--- src/rtl/prefetch_buffer_pkg.sv ---
// Shared types and constants for the instruction prefetch buffer.
package prefetch_buffer_pkg;

   localparam int WORD_WIDTH = 32;

   typedef enum logic [1:0] {
      IDLE       = 2'd0,
      RUN        = 2'd1,
      FLUSH_WAIT = 2'd2
   } prefetch_state_e;

   typedef struct packed {
      logic [WORD_WIDTH-1:0] pc;
      logic [WORD_WIDTH-1:0] instr;
   } prefetch_entry_t;

   function automatic logic [WORD_WIDTH-1:0] word_align(input logic [WORD_WIDTH-1:0] addr);
      return {addr[WORD_WIDTH-1:2], 2'b00};
   endfunction

endpackage

--- src/rtl/prefetch_buffer_if.sv ---
// Memory-port and IF-stage signals of the prefetch buffer; master is the buffer side.
interface prefetch_buffer_if;
   import prefetch_buffer_pkg::*;

   logic                  fetch_en_i;
   logic [WORD_WIDTH-1:0] pc_start_addr_i;
   logic                  branch_i;
   logic [WORD_WIDTH-1:0] branch_addr_i;
   logic                  mem_req_o;
   logic [WORD_WIDTH-1:0] mem_addr_o;
   logic                  mem_gnt_i;
   logic                  mem_rvalid_i;
   logic [WORD_WIDTH-1:0] mem_rdata_i;
   logic                  fetch_valid_o;
   logic [WORD_WIDTH-1:0] fetch_rdata_o;
   logic [WORD_WIDTH-1:0] fetch_pc_o;
   logic                  fetch_ready_i;

   modport master (
      input  fetch_en_i, pc_start_addr_i, branch_i, branch_addr_i,
             mem_gnt_i, mem_rvalid_i, mem_rdata_i, fetch_ready_i,
      output mem_req_o, mem_addr_o, fetch_valid_o, fetch_rdata_o, fetch_pc_o
   );

   modport slave (
      output fetch_en_i, pc_start_addr_i, branch_i, branch_addr_i,
             mem_gnt_i, mem_rvalid_i, mem_rdata_i, fetch_ready_i,
      input  mem_req_o, mem_addr_o, fetch_valid_o, fetch_rdata_o, fetch_pc_o
   );

endinterface

--- src/rtl/prefetch_buffer_fifo.sv ---
// Synchronous FIFO of PC/instruction pairs with a synchronous clear.
module prefetch_fifo
   import prefetch_buffer_pkg::*;
#(
   parameter int DEPTH = 4
) (
   input  logic                   clk,
   input  logic                   rst_n,
   input  logic                   push,
   input  logic                   pop,
   input  logic                   clear,
   input  prefetch_entry_t        push_data,
   output prefetch_entry_t        head,
   output logic                   full,
   output logic                   empty,
   output logic [$clog2(DEPTH):0] count
);

   localparam int AW = $clog2(DEPTH);

   prefetch_entry_t mem [DEPTH];
   logic [AW-1:0]   wr_ptr;
   logic [AW-1:0]   rd_ptr;
   logic            do_push;
   logic            do_pop;

   assign empty   = (count == '0);
   assign full    = (count == (AW+1)'(DEPTH));
   assign do_pop  = pop && !empty;
   assign do_push = push && (!full || do_pop);
   assign head    = mem[rd_ptr];

   always_ff @(posedge clk or negedge rst_n) begin
      if (!rst_n) begin
         wr_ptr <= '0;
         rd_ptr <= '0;
         count  <= '0;
      end else if (clear) begin
         wr_ptr <= '0;
         rd_ptr <= '0;
         count  <= '0;
      end else begin
         if (do_push) wr_ptr <= wr_ptr + 1'b1;
         if (do_pop)  rd_ptr <= rd_ptr + 1'b1;
         if (do_push && !do_pop)      count <= count + 1'b1;
         else if (do_pop && !do_push) count <= count - 1'b1;
      end
   end

   // Storage needs no reset: entries are only visible through a nonzero count.
   always_ff @(posedge clk) begin
      if (do_push && !clear) mem[wr_ptr] <= push_data;
   end

endmodule

--- src/rtl/prefetch_buffer.sv ---
// Instruction prefetch buffer: issues word fetches, tags responses with their PC, flushes on branches.
module prefetch_buffer
   import prefetch_buffer_pkg::*;
#(
   parameter int DEPTH = 4
) (
   input logic                clk,
   input logic                rst_n,
   prefetch_buffer_if.master  bus
);

   localparam int CW = $clog2(DEPTH) + 1;

   localparam logic [1:0] S_IDLE       = IDLE;
   localparam logic [1:0] S_RUN        = RUN;
   localparam logic [1:0] S_FLUSH_WAIT = FLUSH_WAIT;

   logic [1:0]            state;
   logic [WORD_WIDTH-1:0] fetch_addr;
   logic [WORD_WIDTH-1:0] redirect_addr;
   logic [WORD_WIDTH-1:0] resp_pc;
   logic [WORD_WIDTH-1:0] target;
   logic [CW-1:0]         outstanding;
   logic [CW-1:0]         discard;
   logic [CW-1:0]         out_next;
   logic [CW-1:0]         fifo_count;
   logic                  hold;
   logic                  credit;
   logic                  req;
   logic                  grant;
   logic                  branch;
   logic                  rsp_keep;
   logic                  rsp_drop;
   logic                  push;
   logic                  pop;
   logic                  fifo_full;
   logic                  fifo_empty;
   prefetch_entry_t       head;
   prefetch_entry_t       push_entry;

   assign target   = word_align(bus.branch_addr_i);
   assign branch   = bus.branch_i && (state != S_IDLE);
   assign credit   = ({1'b0, fifo_count} + {1'b0, outstanding}) < (CW+1)'(DEPTH);
   // Once raised, a request stays up (hold) until granted, whatever else changes.
   assign req      = hold || ((state == S_RUN) && bus.fetch_en_i && !bus.branch_i && credit);
   assign grant    = req && bus.mem_gnt_i;
   assign rsp_drop = bus.mem_rvalid_i && (discard != '0);
   assign rsp_keep = bus.mem_rvalid_i && (discard == '0);
   assign out_next = outstanding + CW'(grant) - CW'(bus.mem_rvalid_i);

   assign push       = rsp_keep && !branch;
   assign pop        = !fifo_empty && bus.fetch_ready_i && !branch;
   assign push_entry = '{pc: resp_pc, instr: bus.mem_rdata_i};

   assign bus.mem_req_o     = req;
   assign bus.mem_addr_o    = fetch_addr;
   assign bus.fetch_valid_o = !fifo_empty;
   assign bus.fetch_rdata_o = fifo_empty ? '0 : head.instr;
   assign bus.fetch_pc_o    = fifo_empty ? '0 : head.pc;

   prefetch_fifo #(.DEPTH(DEPTH)) u_fifo (
      .clk       (clk),
      .rst_n     (rst_n),
      .push      (push),
      .pop       (pop),
      .clear     (branch),
      .push_data (push_entry),
      .head      (head),
      .full      (fifo_full),
      .empty     (fifo_empty),
      .count     (fifo_count)
   );

   always_ff @(posedge clk or negedge rst_n) begin
      if (!rst_n) begin
         state         <= S_IDLE;
         fetch_addr    <= '0;
         redirect_addr <= '0;
         resp_pc       <= '0;
         outstanding   <= '0;
         discard       <= '0;
         hold          <= 1'b0;
      end else begin
         outstanding <= out_next;
         hold        <= req && !bus.mem_gnt_i;

         // Everything still in flight after a branch belongs to the old path.
         if (state == S_IDLE)  discard <= '0;
         else if (branch)      discard <= out_next;
         else                  discard <= discard - CW'(rsp_drop)
                                          + CW'(grant && (state == S_FLUSH_WAIT));

         if (state == S_IDLE)  resp_pc <= bus.pc_start_addr_i;
         else if (branch)      resp_pc <= target;
         else if (push)        resp_pc <= resp_pc + 32'd4;

         case (state)
            S_IDLE: begin
               fetch_addr <= bus.pc_start_addr_i;
               if (bus.fetch_en_i) state <= S_RUN;
            end
            S_RUN: begin
               if (branch) begin
                  if (req && !bus.mem_gnt_i) begin
                     redirect_addr <= target;
                     state         <= S_FLUSH_WAIT;
                  end else begin
                     fetch_addr <= target;
                  end
               end else if (grant) begin
                  fetch_addr <= fetch_addr + 32'd4;
               end
            end
            S_FLUSH_WAIT: begin
               if (branch) redirect_addr <= target;
               if (grant) begin
                  fetch_addr <= branch ? target : redirect_addr;
                  state      <= S_RUN;
               end
            end
            default: state <= S_IDLE;
         endcase
      end
   end

   overflow_chk: assert property (@(posedge clk) disable iff (!rst_n)
      !(bus.mem_rvalid_i && (discard == '0) && fifo_full));

endmodule

--- src/flat_wrapper.sv ---
// flat-port wrapper written by rule: the top's interface ports become plain ports
module prefetch_buffer_flat import prefetch_buffer_pkg::*;
#(
   parameter int DEPTH = 4
)
  (clk, rst_n, bus_fetch_en_i, bus_pc_start_addr_i, bus_branch_i, bus_branch_addr_i, bus_mem_gnt_i, bus_mem_rvalid_i, bus_mem_rdata_i, bus_fetch_ready_i, bus_mem_req_o, bus_mem_addr_o, bus_fetch_valid_o, bus_fetch_rdata_o, bus_fetch_pc_o);
  prefetch_buffer_if bus_i ();
  input logic clk;
  input logic rst_n;
  input wire logic [$bits(bus_i.fetch_en_i)-1:0] bus_fetch_en_i;
  input wire logic [$bits(bus_i.pc_start_addr_i)-1:0] bus_pc_start_addr_i;
  input wire logic [$bits(bus_i.branch_i)-1:0] bus_branch_i;
  input wire logic [$bits(bus_i.branch_addr_i)-1:0] bus_branch_addr_i;
  input wire logic [$bits(bus_i.mem_gnt_i)-1:0] bus_mem_gnt_i;
  input wire logic [$bits(bus_i.mem_rvalid_i)-1:0] bus_mem_rvalid_i;
  input wire logic [$bits(bus_i.mem_rdata_i)-1:0] bus_mem_rdata_i;
  input wire logic [$bits(bus_i.fetch_ready_i)-1:0] bus_fetch_ready_i;
  output wire logic [$bits(bus_i.mem_req_o)-1:0] bus_mem_req_o;
  output wire logic [$bits(bus_i.mem_addr_o)-1:0] bus_mem_addr_o;
  output wire logic [$bits(bus_i.fetch_valid_o)-1:0] bus_fetch_valid_o;
  output wire logic [$bits(bus_i.fetch_rdata_o)-1:0] bus_fetch_rdata_o;
  output wire logic [$bits(bus_i.fetch_pc_o)-1:0] bus_fetch_pc_o;
  assign bus_i.fetch_en_i = bus_fetch_en_i;
  assign bus_i.pc_start_addr_i = bus_pc_start_addr_i;
  assign bus_i.branch_i = bus_branch_i;
  assign bus_i.branch_addr_i = bus_branch_addr_i;
  assign bus_i.mem_gnt_i = bus_mem_gnt_i;
  assign bus_i.mem_rvalid_i = bus_mem_rvalid_i;
  assign bus_i.mem_rdata_i = bus_mem_rdata_i;
  assign bus_i.fetch_ready_i = bus_fetch_ready_i;
  assign bus_mem_req_o = bus_i.mem_req_o;
  assign bus_mem_addr_o = bus_i.mem_addr_o;
  assign bus_fetch_valid_o = bus_i.fetch_valid_o;
  assign bus_fetch_rdata_o = bus_i.fetch_rdata_o;
  assign bus_fetch_pc_o = bus_i.fetch_pc_o;
  prefetch_buffer #(.DEPTH(DEPTH)) u_core (.clk(clk), .rst_n(rst_n), .bus(bus_i));
endmodule
--- config.mk ---
export PLATFORM = sky130hd
export DESIGN_NAME = prefetch_buffer_flat
export DESIGN_NICKNAME = d
export VERILOG_FILES = /design/src/rtl/prefetch_buffer_pkg.sv /design/src/rtl/prefetch_buffer_if.sv /design/src/rtl/prefetch_buffer_fifo.sv /design/src/rtl/prefetch_buffer.sv /design/src/flat_wrapper.sv
export SDC_FILE = /design/constraint.sdc
export NUM_CORES = 1
export LEC_CHECK = 0
export ABC_CLOCK_PERIOD_IN_PS = 4400
export CAP_MARGIN = 20
export CORE_ASPECT_RATIO = 1.75
export CORE_MARGIN = 8
export CORE_UTILIZATION = 40
export CTS_CLUSTER_DIAMETER = 50
export DETAILED_ROUTE_END_ITERATION = 16
export PLACE_DENSITY = 0.59
export SLEW_MARGIN = 15
export SYNTH_ARGS = -nofsm -noshare
export SYNTH_HDL_FRONTEND = slang
export SYNTH_SLANG_ARGS = --single-unit
--- constraint.sdc ---
create_clock -name clk -period 4.4 [get_ports clk]
set_clock_uncertainty 0.15 [all_clocks]
set_input_delay 0.44 -clock clk [delete_from_list [all_inputs] [get_ports clk]]
set_output_delay 0.44 -clock clk [all_outputs]
set_load 0.05 [all_outputs]
After elaboration in Yosys (flattened, before gate mapping) --
Memory sizes are Yosys's and may differ from the RTL's. Index checks and enable logic that the tools add are counted.
Word-level totals: flip-flop bits (word level) 112, bits in writable memories 256, input port bits 103, output and inout bits 98, memories 1
Memories:
- u_core.u_fifo.mem | words 4, bits a word 64, read ports 1, clocked after Yosys merged registers in 0, write ports 1, line prefetch_buffer_fifo.sv:21 | prefetch_entry_t mem [DEPTH];
Operators by class: add/sub/neg operators 11, magnitude comparators 1, equality and inequality tests 9, multiplexer cells 30, reduce and logical (&&, ||, !) cells 40
Operators by type and width (number):
- 2-to-1 mux 32 bit | 12
- case mux 32 bit (3 select lines) | 1
- adder 32 x 3 -> 32 bit (second input constant) | 2
- case mux 32 bit (2 select lines) | 1
- logical AND 1 bit | 17
- 2-to-1 mux 2 bit | 8
- 2-to-1 mux 3 bit | 5
- nonzero test 3 bit | 4
- AND reduction 4 bit | 2
- nonzero test 2 bit | 4
- logical NOT 1 bit | 7
- adder 3 x 1 -> 3 bit | 2
- logical NOT 3 bit | 2
- case mux 2 bit (3 select lines) | 1
- subtractor 3 x 1 -> 3 bit | 2
- adder 2 x 1 -> 2 bit (second input constant) | 2
- adder 3 x 3 -> 4 bit | 1
- < comparator 4 x 3 -> 1 bit (second input constant) | 1
- inequality test 2 x 1 -> 1 bit (second input constant) | 2
- inequality test 2 bit (second input constant) | 2
- adder 3 x 1 -> 3 bit (second input constant) | 1
- == test 3 bit (second input constant) | 1
- inequality test 3 x 1 -> 1 bit (second input constant) | 1
- inequality test 3 bit (second input constant) | 1
- other kinds (7) | 9

Logic depth before layout (Yosys ltp) --
Gate-level depths: netlist of run 1.
word-level depth 12, gate-level depth with buffers 13, depth with buffers taken out 13

Hierarchy --
A second synthesis of run 1 with hierarchy kept.
Second synthesis, totals: cells, all modules 1224, area, all modules 17012.6 µm²
By module, submodules not included:
- prefetch_fifo | times used 1, cells each 397, area each 9790.6 µm², seq. area each 7862.5 µm²
- prefetch_buffer | times used 1, cells each 827, area each 7221.9 µm², seq. area each 2627.5 µm²

Worst setup path before layout of run 1 --
Ideal clock, no wire load.
path type register -> register, from register u_core.discard[0], to memory u_core.u_fifo.mem[0][0] (netlist bit) (enable), library setup time 0.429 ns, arrival 3.166 ns, path slack 0.655 ns, cell stages (with the launch flop) 6, path buffers 2, period minus slack after synthesis 3.745 ns, cells stage by stage dfrtp_1 -> or4b_1 -> clkbuf_1 -> buf_6 -> nor3_2 -> and2_1
Between the ends: cells in the longest elaborated chain, start to end 7
RTL lines:
- from (decl) | line prefetch_buffer.sv:24 | logic [CW-1:0] discard;
- from (signal assigned) | line prefetch_buffer.sv:89 | else if (branch) discard <= out_next;
- from (signal assigned) | line prefetch_buffer.sv:90 | else discard <= discard - CW'(rsp_drop)
- logical NOT 3 bit | line prefetch_buffer.sv:48 | assign rsp_keep = bus.mem_rvalid_i && (discard == '0);
- logical AND 1 bit | line prefetch_buffer.sv:48
- logical AND 1 bit | line prefetch_buffer.sv:51 | assign push = rsp_keep && !branch;
- logical AND 1 bit | line prefetch_buffer_fifo.sv:30 | assign do_push = push && (!full || do_pop);
- logical AND 1 bit | line prefetch_buffer_fifo.sv:52 | if (do_push && !clear) mem[wr_ptr] <= push_data;
- 2-to-1 mux 1 bit | line prefetch_buffer_fifo.sv:52
- 2-to-1 mux 1 bit (not written as such) | line prefetch_buffer_fifo.sv:52
- to (decl) | line prefetch_buffer_fifo.sv:21
Every way passes these cells.

Worst setup path in the final report of run 1 --
from register u_core.u_fifo.rd_ptr[0], to output port bus_fetch_pc_o[22]
Between the ends: cells in the longest elaborated chain, start to end 2
RTL lines:
- from (decl) | line prefetch_buffer_fifo.sv:23 | logic [AW-1:0] rd_ptr;
- from (signal assigned) | line prefetch_buffer_fifo.sv:44 | if (do_pop) rd_ptr <= rd_ptr + 1'b1;
- memory (4 x 64 bit)
- 2-to-1 mux 32 bit | line prefetch_buffer.sv:59 | assign bus.fetch_pc_o = fifo_empty ? '0 : head.pc;
- to (decl) | line flat_wrapper.sv:22 | output wire logic [$bits(bus_i.fetch_pc_o)-1:0] bus_fetch_pc_o;
Every way passes these cells.

==> results.txt, run 1 <==
- On the critical path, the stage with the largest delay is an instance of sky130_fd_sc_hd__dfrtp_4.
- Max-cap check violation count: 0
- Setup total negative slack on the finished layout was measured at 0 ps.
- DP Worst Slack: 1084 ps
- The clock passes through at most 3 buffers.
- At the end of routability-driven placement, the weighted congestion stood at 0.8434.
- The number of global-route vias before repair was 11,710.
- Minimum setup slack among reg-to-reg paths: 1300 ps
- The tightest min-delay check is of the reg -> reg type.
- Sequential share of power: 0.337
* Syn Inst Count: 1,179
- Die area: 0.04856 mm²
- Endpoint of the worst register-to-register path: u_core.u_fifo.count[2]
* Initial antenna violation count: 1
- TritonCTS clock tree: built
* Yosys warnings: 0
* Clock transition at the registers of the reported paths: 60 ps
* First-pass GRT wire length: 67,920 µm
- The root buffer cell chosen for the clock tree is sky130_fd_sc_hd__clkbuf_16.
- Post-layout total power: 15,860 µW
- Entering global routing, the biggest net connects 65 pins.
- The run finished with clean final reports.
* Overall Global Routing Usage: 0.1805
- Pleak: 0.007149 µW
- Number of unique standard cell types used by synthesis: 73
- Cell count after placement: 1,895
* # IOs: 201
* VDD IR-drop max: 477.2 µV
* CP Class: reg -> out
- Cell internal power was estimated by the tool at 9250 µW.
- Relative to the synthesized area, the layout overhead comes to 23.52%.
- Unrepaired setup endpoints after global routing: no
* Share of the yosys chip area belonging to registers: 0.6315
- Port-buffer cells: 198
* Via count: 10,850
- Ratio of cells with drive above 1 in the final layout: 0.1521
- Cells traversed along the worst timing path: buf_4, mux4_2, and2_1, clkdlybuf4s50_1
* Mapped Nets: 1,303
* Inserted Clock Buffers: 37
- Die Y-Extent: 285.6 µm
- Net switching power: 6614 µW
- Relative max-transition margin: 0.2972
* Share of synthesized registers carrying an async set or reset: 0.3043
* Worst R2R Path Depth: 8
* Cell types occupying the most area after synthesis: sky130_fd_sc_hd__edfxtp_1 46%, sky130_fd_sc_hd__dfrtp_1 17%, sky130_fd_sc_hd__mux4_2 8.7%, sky130_fd_sc_hd__and2_1 2.7%, sky130_fd_sc_hd__o21ai_0 2.5%
* Area share of the largest cell type after synthesis: 0.4628
- Detail Route Antenna Nets: 0
* Max H-tree Level: 2
* Final Hold Fails: 0
* Commonest cells post-synth: 256 x sky130_fd_sc_hd__edfxtp_1, 112 x sky130_fd_sc_hd__dfrtp_1, 83 x sky130_fd_sc_hd__o21ai_0
- Setup violations, final: 0
* TritonCTS Sinks: 368
- Element type at the critical path end: output port
- Detail Placement HPWL: 29,800 µm
- Number of buffers and inverters on the critical path: 2
- The core region is 0.04137 mm².
* Areal power density over the cells: 773.2 mW/mm²
- Flop and latch count out of synthesis: 368
* Syn avg cell area: 14.09 µm²
- Number of slew-limit violations in the final report: 0
- Among all cell types in the netlist, the one instantiated most often is sky130_fd_sc_hd__edfxtp_1.
- Netlist area before placement: 0.01661 mm²
- Of the total power, the share spent switching nets is 0.4169.
- Post-layout net count: 1,504
* Number of rows in the core area: 99
* Most common flop cell mapped by yosys: sky130_fd_sc_hd__edfxtp_1
- Post-detailed-routing wire length: 43,880 µm
- Crit path arrival time: 3130 ps
- Summed over all instances, the cell type with the most area after synthesis is sky130_fd_sc_hd__edfxtp_1.
- Share of the clock period used by the worst path: 0.8460
- For the finished layout, the period the worst path requires is 3722 ps.
- The finished layout holds 1,963 standard cells, fillers aside.
- The floorplan step set the die width to 170.0 µm.
- Worst-skew pair later-pin latency: 530 ps
* Routed via count divided by cell count: 5.527
* Iteration-0 DRC Markers: 564
* End of the critical path: bus_fetch_pc_o[22]
* Share of the core filled with cells in the final layout: 0.4959
- Post-synth EDFFs: 256
* Stages on the worst setup path: 4
* Number of iterations in the first detailed-routing pass: 5
- The worst setup path is launched from a flip-flop.
- Setup slack closes at 677.6 ps.
* CP Max Fanout: 22
- For this run, the slowest stage of the critical path takes 740 ps.
- The share of total power dissipated in the clock network is 0.196.
* Transition time at the pin with the least slew margin: 1045 ps
* Initial core utilization: 0.4015
- For this run the aggregate overflow at the end of global routing stands at 0.
- Critical path required time: 3810 ps
- Drt wl/cell: 22.35 µm
- In this run the worst setup path begins at u_core.u_fifo.rd_ptr[0].
* Proportion of power drawn by combinational gates: 0.466
* Launch instance of the worst register-to-register path: u_core.u_fifo.count[0]
- In this run the post-CTS setup repair buffer count came out at 0.
* DRC violations left: 0
- The kind of cell with the highest combined delay along the critical path is buffers and inverters.
* Max Clock Freq: 0.2686 GHz
-- worst min-delay path by stage --
stage / startpoint / endpoint / slack [ps] / depth (start not counted)
6_report: u_core.redirect_addr[26] / u_core.redirect_addr[26] / 360 / 1
5_1_grt: bus_pc_start_addr_i[0] / u_core.resp_pc[0] / 370 / 3
4_1_cts: bus_pc_start_addr_i[0] / u_core.resp_pc[0] / 340 / 3
3_5_place_dp: u_core.redirect_addr[0] / u_core.redirect_addr[0] / 340 / 1
3_3_place_gp: u_core.redirect_addr[1] / u_core.redirect_addr[1] / 330 / 1
2_1_floorplan: rst_n / u_core.bus.mem_addr_o[0] / -6 / 0
-- cells by family after synthesis --
group / Yosys count / synth area share
muxes: 104 / 0.1133
buffers and inverters: 104 / 0.02689
DFF: 368 / 0.6315
and+or+nand+nor: 307 / 0.09920
AOI/OAI and AO/OA: 254 / 0.1009
xor gates and xnor gates: 21 / 0.01107
adders and majority gates: 21 / 0.01717
-- through the flow --
step / hold WS, ps / instance area (µm²)
after floorplan: -5.591 / 16610
after global placement: 328.1 / 19300
after detailed placement: 335.4 / 19300
after CTS: 341.0 / 20520
after global routing: 370.8 / 20520
final: 358.3 / 20520
-- layout by cell type, fill, tap and decap left out, types with 6 or more instances in the layout --
cell	count
sky130_fd_sc_hd__inv_1	33
sky130_fd_sc_hd__clkdlybuf4s50_1	197
sky130_fd_sc_hd__a21oi_1	45
sky130_fd_sc_hd__nor2_1	59
sky130_fd_sc_hd__a211oi_1	8
sky130_fd_sc_hd__xnor2_1	10
sky130_fd_sc_hd__nand2_1	57
sky130_fd_sc_hd__buf_4	28
sky130_fd_sc_hd__nand4_1	12
sky130_fd_sc_hd__o31ai_1	17
sky130_fd_sc_hd__a22oi_1	13
sky130_fd_sc_hd__nor4_1	8
sky130_fd_sc_hd__nor3_1	21
sky130_fd_sc_hd__edfxtp_1	256
sky130_fd_sc_hd__ha_1	18
sky130_fd_sc_hd__o21ai_0	83
sky130_fd_sc_hd__buf_12	6
sky130_fd_sc_hd__xor2_1	11
sky130_fd_sc_hd__mux2_2	32
sky130_fd_sc_hd__dfrtp_1	110
sky130_fd_sc_hd__mux2i_1	8
sky130_fd_sc_hd__a221oi_1	17
sky130_fd_sc_hd__a22o_1	6
sky130_fd_sc_hd__a221o_1	14
sky130_fd_sc_hd__a31oi_1	9
sky130_fd_sc_hd__and2_1	67
sky130_fd_sc_hd__and3_1	11
sky130_fd_sc_hd__mux4_2	64
sky130_fd_sc_hd__clkbuf_16	40
sky130_fd_sc_hd__nand3_1	30
-- routing by layer --
layer / up-vias / wire (µm) / GRT usage
li1: 4955 / - / -
met1: 5450 / 16640 / 0.2035
met2: 351 / 23460 / 0.3283
met3: 94 / 2123 / 0.02830
met4: 0 / 1665 / 0.08166
met5: - / 0 / 0
-- flip-flops by register name (all words and copies together) (netlist names) --
register,flops
u_core.u_fifo.count,3
u_core.resp_pc,32
u_core.u_fifo.wr_ptr,2
u_core.outstanding,3
u_core.bus.mem_addr_o,32
u_core.u_fifo.rd_ptr,2
u_core.discard,3
u_core.state,2
u_core.redirect_addr,32
u_core.u_fifo.mem,256
u_core.hold,1
-- power groups by stage --
stage          logic (µW)  registers (µW)  clock network (µW)
6_report             7400            5350                3120
5_1_grt              7930            5470                3340
4_1_cts              7500            5350                3210
3_5_place_dp         7480            5420                   0
3_3_place_gp         7400            5360                   0
2_1_floorplan        4760            5630                   0
-- cell type report --
cell class | count | area (µm²)
clock buffer | 47 | 1057
antenna | 1 | 2.502
clock inverter | 19 | 143.9
fill | 3636 | 20850
inverter | 34 | 127.6
tap | 555 | 694.4
multi-input combinational | 707 | 5685
timing repair buffer | 232 | 2312
sequential | 368 | 10500
-- what timing repair did --
| action | 4_1_cts | 5_1_grt |
|---|---|---|
| hold buffers | 1 | 0 |
| hold endpoints to repair | 54 | 0 |
| gates resized for setup | 0 | 0 |
Note: power is estimated with default switching activity, not from simulation.
==> run 2, diff against run 1 <==
Settings changed: ABC_CLOCK_PERIOD_IN_PS 4400 to 3400, PLACE_DENSITY 0.59 to 0.61.
Clock period 4.4 ns to 3.4 ns, I/O delays scaled along.
==> run 2 against run 1 <==
Net effect:
- critical path depth is the same
- power grew 29%
- setup slack lost 400 ps
- die area is the same
- sequential share of layout area shrank 0.14 points
- design area grew 0.28%
==> results.txt, run 2 (synthesis results as in run 1) <==
* TritonCTS Sinks: 368
* Commonest non-fill, non-tap cell in the layout: sky130_fd_sc_hd__edfxtp_1
- In this run the tool buffered the top-level ports with 198 buffer cells.
- Minimum period implied by the final worst setup slack: 3124 ps
* Largest reg by FF count: u_core.u_fifo.mem
- # IOs: 201
- Clock transition at the registers of the reported paths: 70 ps
- Number of global-route vias before repair: 11,670
- STA puts the critical path data arrival time at 2630 ps.
- Number of flip-flops under the largest register name: 256
- Max H-tree Level: 2
* Final Hold Fails: 0
- Post-layout net count: 1,510
- VDD IR-drop max: 579.4 µV
* Ratio of cells with drive above 1 in the final layout: 0.1545
- In the finished design, the share of the clock period the worst path needs comes to 0.9188.
* Die area: 0.04856 mm²
- The congestion estimate from routability-driven global placement came to 0.8554.
- Worst setup path startpoint: u_core.u_fifo.rd_ptr[0]
- The clock passes through at most 3 buffers.
* Via count: 10,860
* Number of iterations in the first detailed-routing pass: 7
* Width of the die: 170.0 µm
* Worst-skew pair later-pin latency: 540 ps
- The tool flagged a number of max-cap violations equal to 0.
- The root buffer cell chosen for the clock tree is sky130_fd_sc_hd__clkbuf_16.
- Endpoint of the worst register-to-register path: u_core.bus.mem_addr_o[19]
* Pleak: 0.007499 µW
* Setup violations, final: 0
- Kind of start point of the critical path: flip-flop
* Detail Placement HPWL: 29,370 µm
- The area growth from synthesis to layout is 23.87%.
- In the routed design, unresolved DRC markers number 0.
- The first global-routing pass estimated 67,850 µm of wire.
* Fill cell count: 3,637
- Launch instance of the worst register-to-register path: u_core.state[1]
* End of the critical path: bus_fetch_pc_o[22]
- Setup repair after global routing left no endpoint under its margin.
* Residual overflow from global routing: 0
- The repair_antennas step left the layout with diodes totalling 0.
* Worst R2R Path Depth: 9
- Prior to clock tree synthesis, the placed netlist has a worst setup slack of 295.1 ps.
- The initial antenna violation count was 0.
- Buffers inserted during clock tree synthesis total 37.
- Routed via count divided by cell count: 5.525
* Transition time at the pin with the least slew margin: 726.3 ps
* Iteration-0 DRC Markers: 535
* Max Clock Freq: 0.3201 GHz
- The count of pins over their slew limit came to 0.
- After detailed routing, the average wire length per cell comes to 22.13 µm.
- Entering global routing, the biggest net connects 71 pins.
* Detail Route Antenna Nets: 0
- Headroom to the max-slew limit came out at 0.5120.
- The floorplan has 99 rows.
* Element type at the critical path end: output port
- Of all nets on the critical path, the largest fanout is 21.
- Areal power density over the cells: 993.2 mW/mm²
* Worst Hold Class: in -> async
- The flow ran to the end, and the final reports show no timing, DRC or antenna violations.
* Post-route setup TNS: 0 ps
- Worst path setup slack after routing: 276.2 ps
- Measured along the y axis, the die boundary spans 285.6 µm.
- TritonCTS clock tree: built
- Overall Global Routing Usage: 0.1800
- Critical path required time: 2910 ps
- Minimum setup slack among reg-to-reg paths: 530 ps
- Wires add up to 43,500 µm.
- The floorplan step defined a core boundary enclosing 0.04137 mm².
- CP Class: reg -> out
- In the layout the commonest cells are 256 x sky130_fd_sc_hd__edfxtp_1, 133 x sky130_fd_sc_hd__clkdlybuf4s50_1, 110 x sky130_fd_sc_hd__dfrtp_1, 83 x sky130_fd_sc_hd__o21ai_0, 67 x sky130_fd_sc_hd__and2_1.
* Initial core utilization: 0.4015
## run 2: cell count changes in the layout (fill, tap and decap cells not counted), sizes merged, moves of 2 or more
| cell | before | now |
|---|---|---|
| clkdlybuf4s50 | 197 | 133 |
| dlygate4sd2 | 0 | 53 |
| dlymetal6s2s | 0 | 10 |
| buf | 34 | 41 |
| clkbuf | 47 | 43 |
| bufinv | 1 | 3 |
| inv | 36 | 38 |
## run 2: what timing repair did
| action | in CTS | in global routing |
|---|---|---|
| setup buffers | 0 | 0 |
| setup endpoints to repair | 53 | 10 |
| endpoints found under the hold margin | 112 | 0 |
| hold buffers | 1 | 0 |
| resized for setup | 53 | 10 |
## run 2: critical path, cell delays in order (launching register included)
cell,delay (ps)
sky130_fd_sc_hd__dfrtp_4,650
sky130_fd_sc_hd__buf_12,260
sky130_fd_sc_hd__mux4_2,570
sky130_fd_sc_hd__and2_1,180
sky130_fd_sc_hd__dlygate4sd2_1,420
## run 2: power by group
part,switching (µW),internal (µW)
Clock,1770,2280
Sequential,910,5960
Combinational,5910,3610
Total,8580,11900
## run 2: how the worst min path moves through the flow
stage	slack, ps	endpoint	from	depth (start not counted)
finish	20	u_core.outstanding[0]	rst_n	2
global route	30	u_core.discard[0]	rst_n	2
CTS	10	u_core.discard[0]	rst_n	2
detailed placement	20	u_core.discard[0]	rst_n	1
global placement	30	u_core.discard[0]	rst_n	1
floorplan	-110	u_core.bus.mem_addr_o[0]	rst_n	0
## run 2: layout make-up
| class | count | area, µm² | area share |
|---|---|---|---|
| clock buffers | 43 | 958.4 | 0.04658 |
| flip-flops and latches | 368 | 10500 | 0.5101 |
| repair buffers | 238 | 2389 | 0.1161 |
| clock inverters | 21 | 226.5 | 0.01101 |
| multi-input cells | 707 | 5685 | 0.2763 |
| inverters | 34 | 127.6 | 0.006202 |
| well taps | 555 | 694.4 | 0.03375 |
## run 2: per-layer routing
layer  wire length [µm]  up-vias  GRT usage
li1                   -     4981          -
met1              16410     5487     0.1984
met2              23570      318     0.3366
met3               2018       77    0.02926
met4               1506        0    0.07022
met5                  0        -          0
## run 2: metrics by stage
stage / total power [µW] / std cells / cell area, µm² / hold slack (ps) / utilization
after floorplan: 13440 / 1179 / 16620 / -105.6 / -
after CTS: 20680 / 1966 / 20550 / 11.97 / 0.4967
after global routing: 21590 / 1966 / 20580 / 33.94 / 0.4973
final: 20440 / 1966 / 20580 / 24.29 / 0.4973
after global placement: 16690 / 1901 / 19420 / 26.66 / 0.4695
after detailed placement: 16850 / 1901 / 19420 / 24.67 / 0.4695
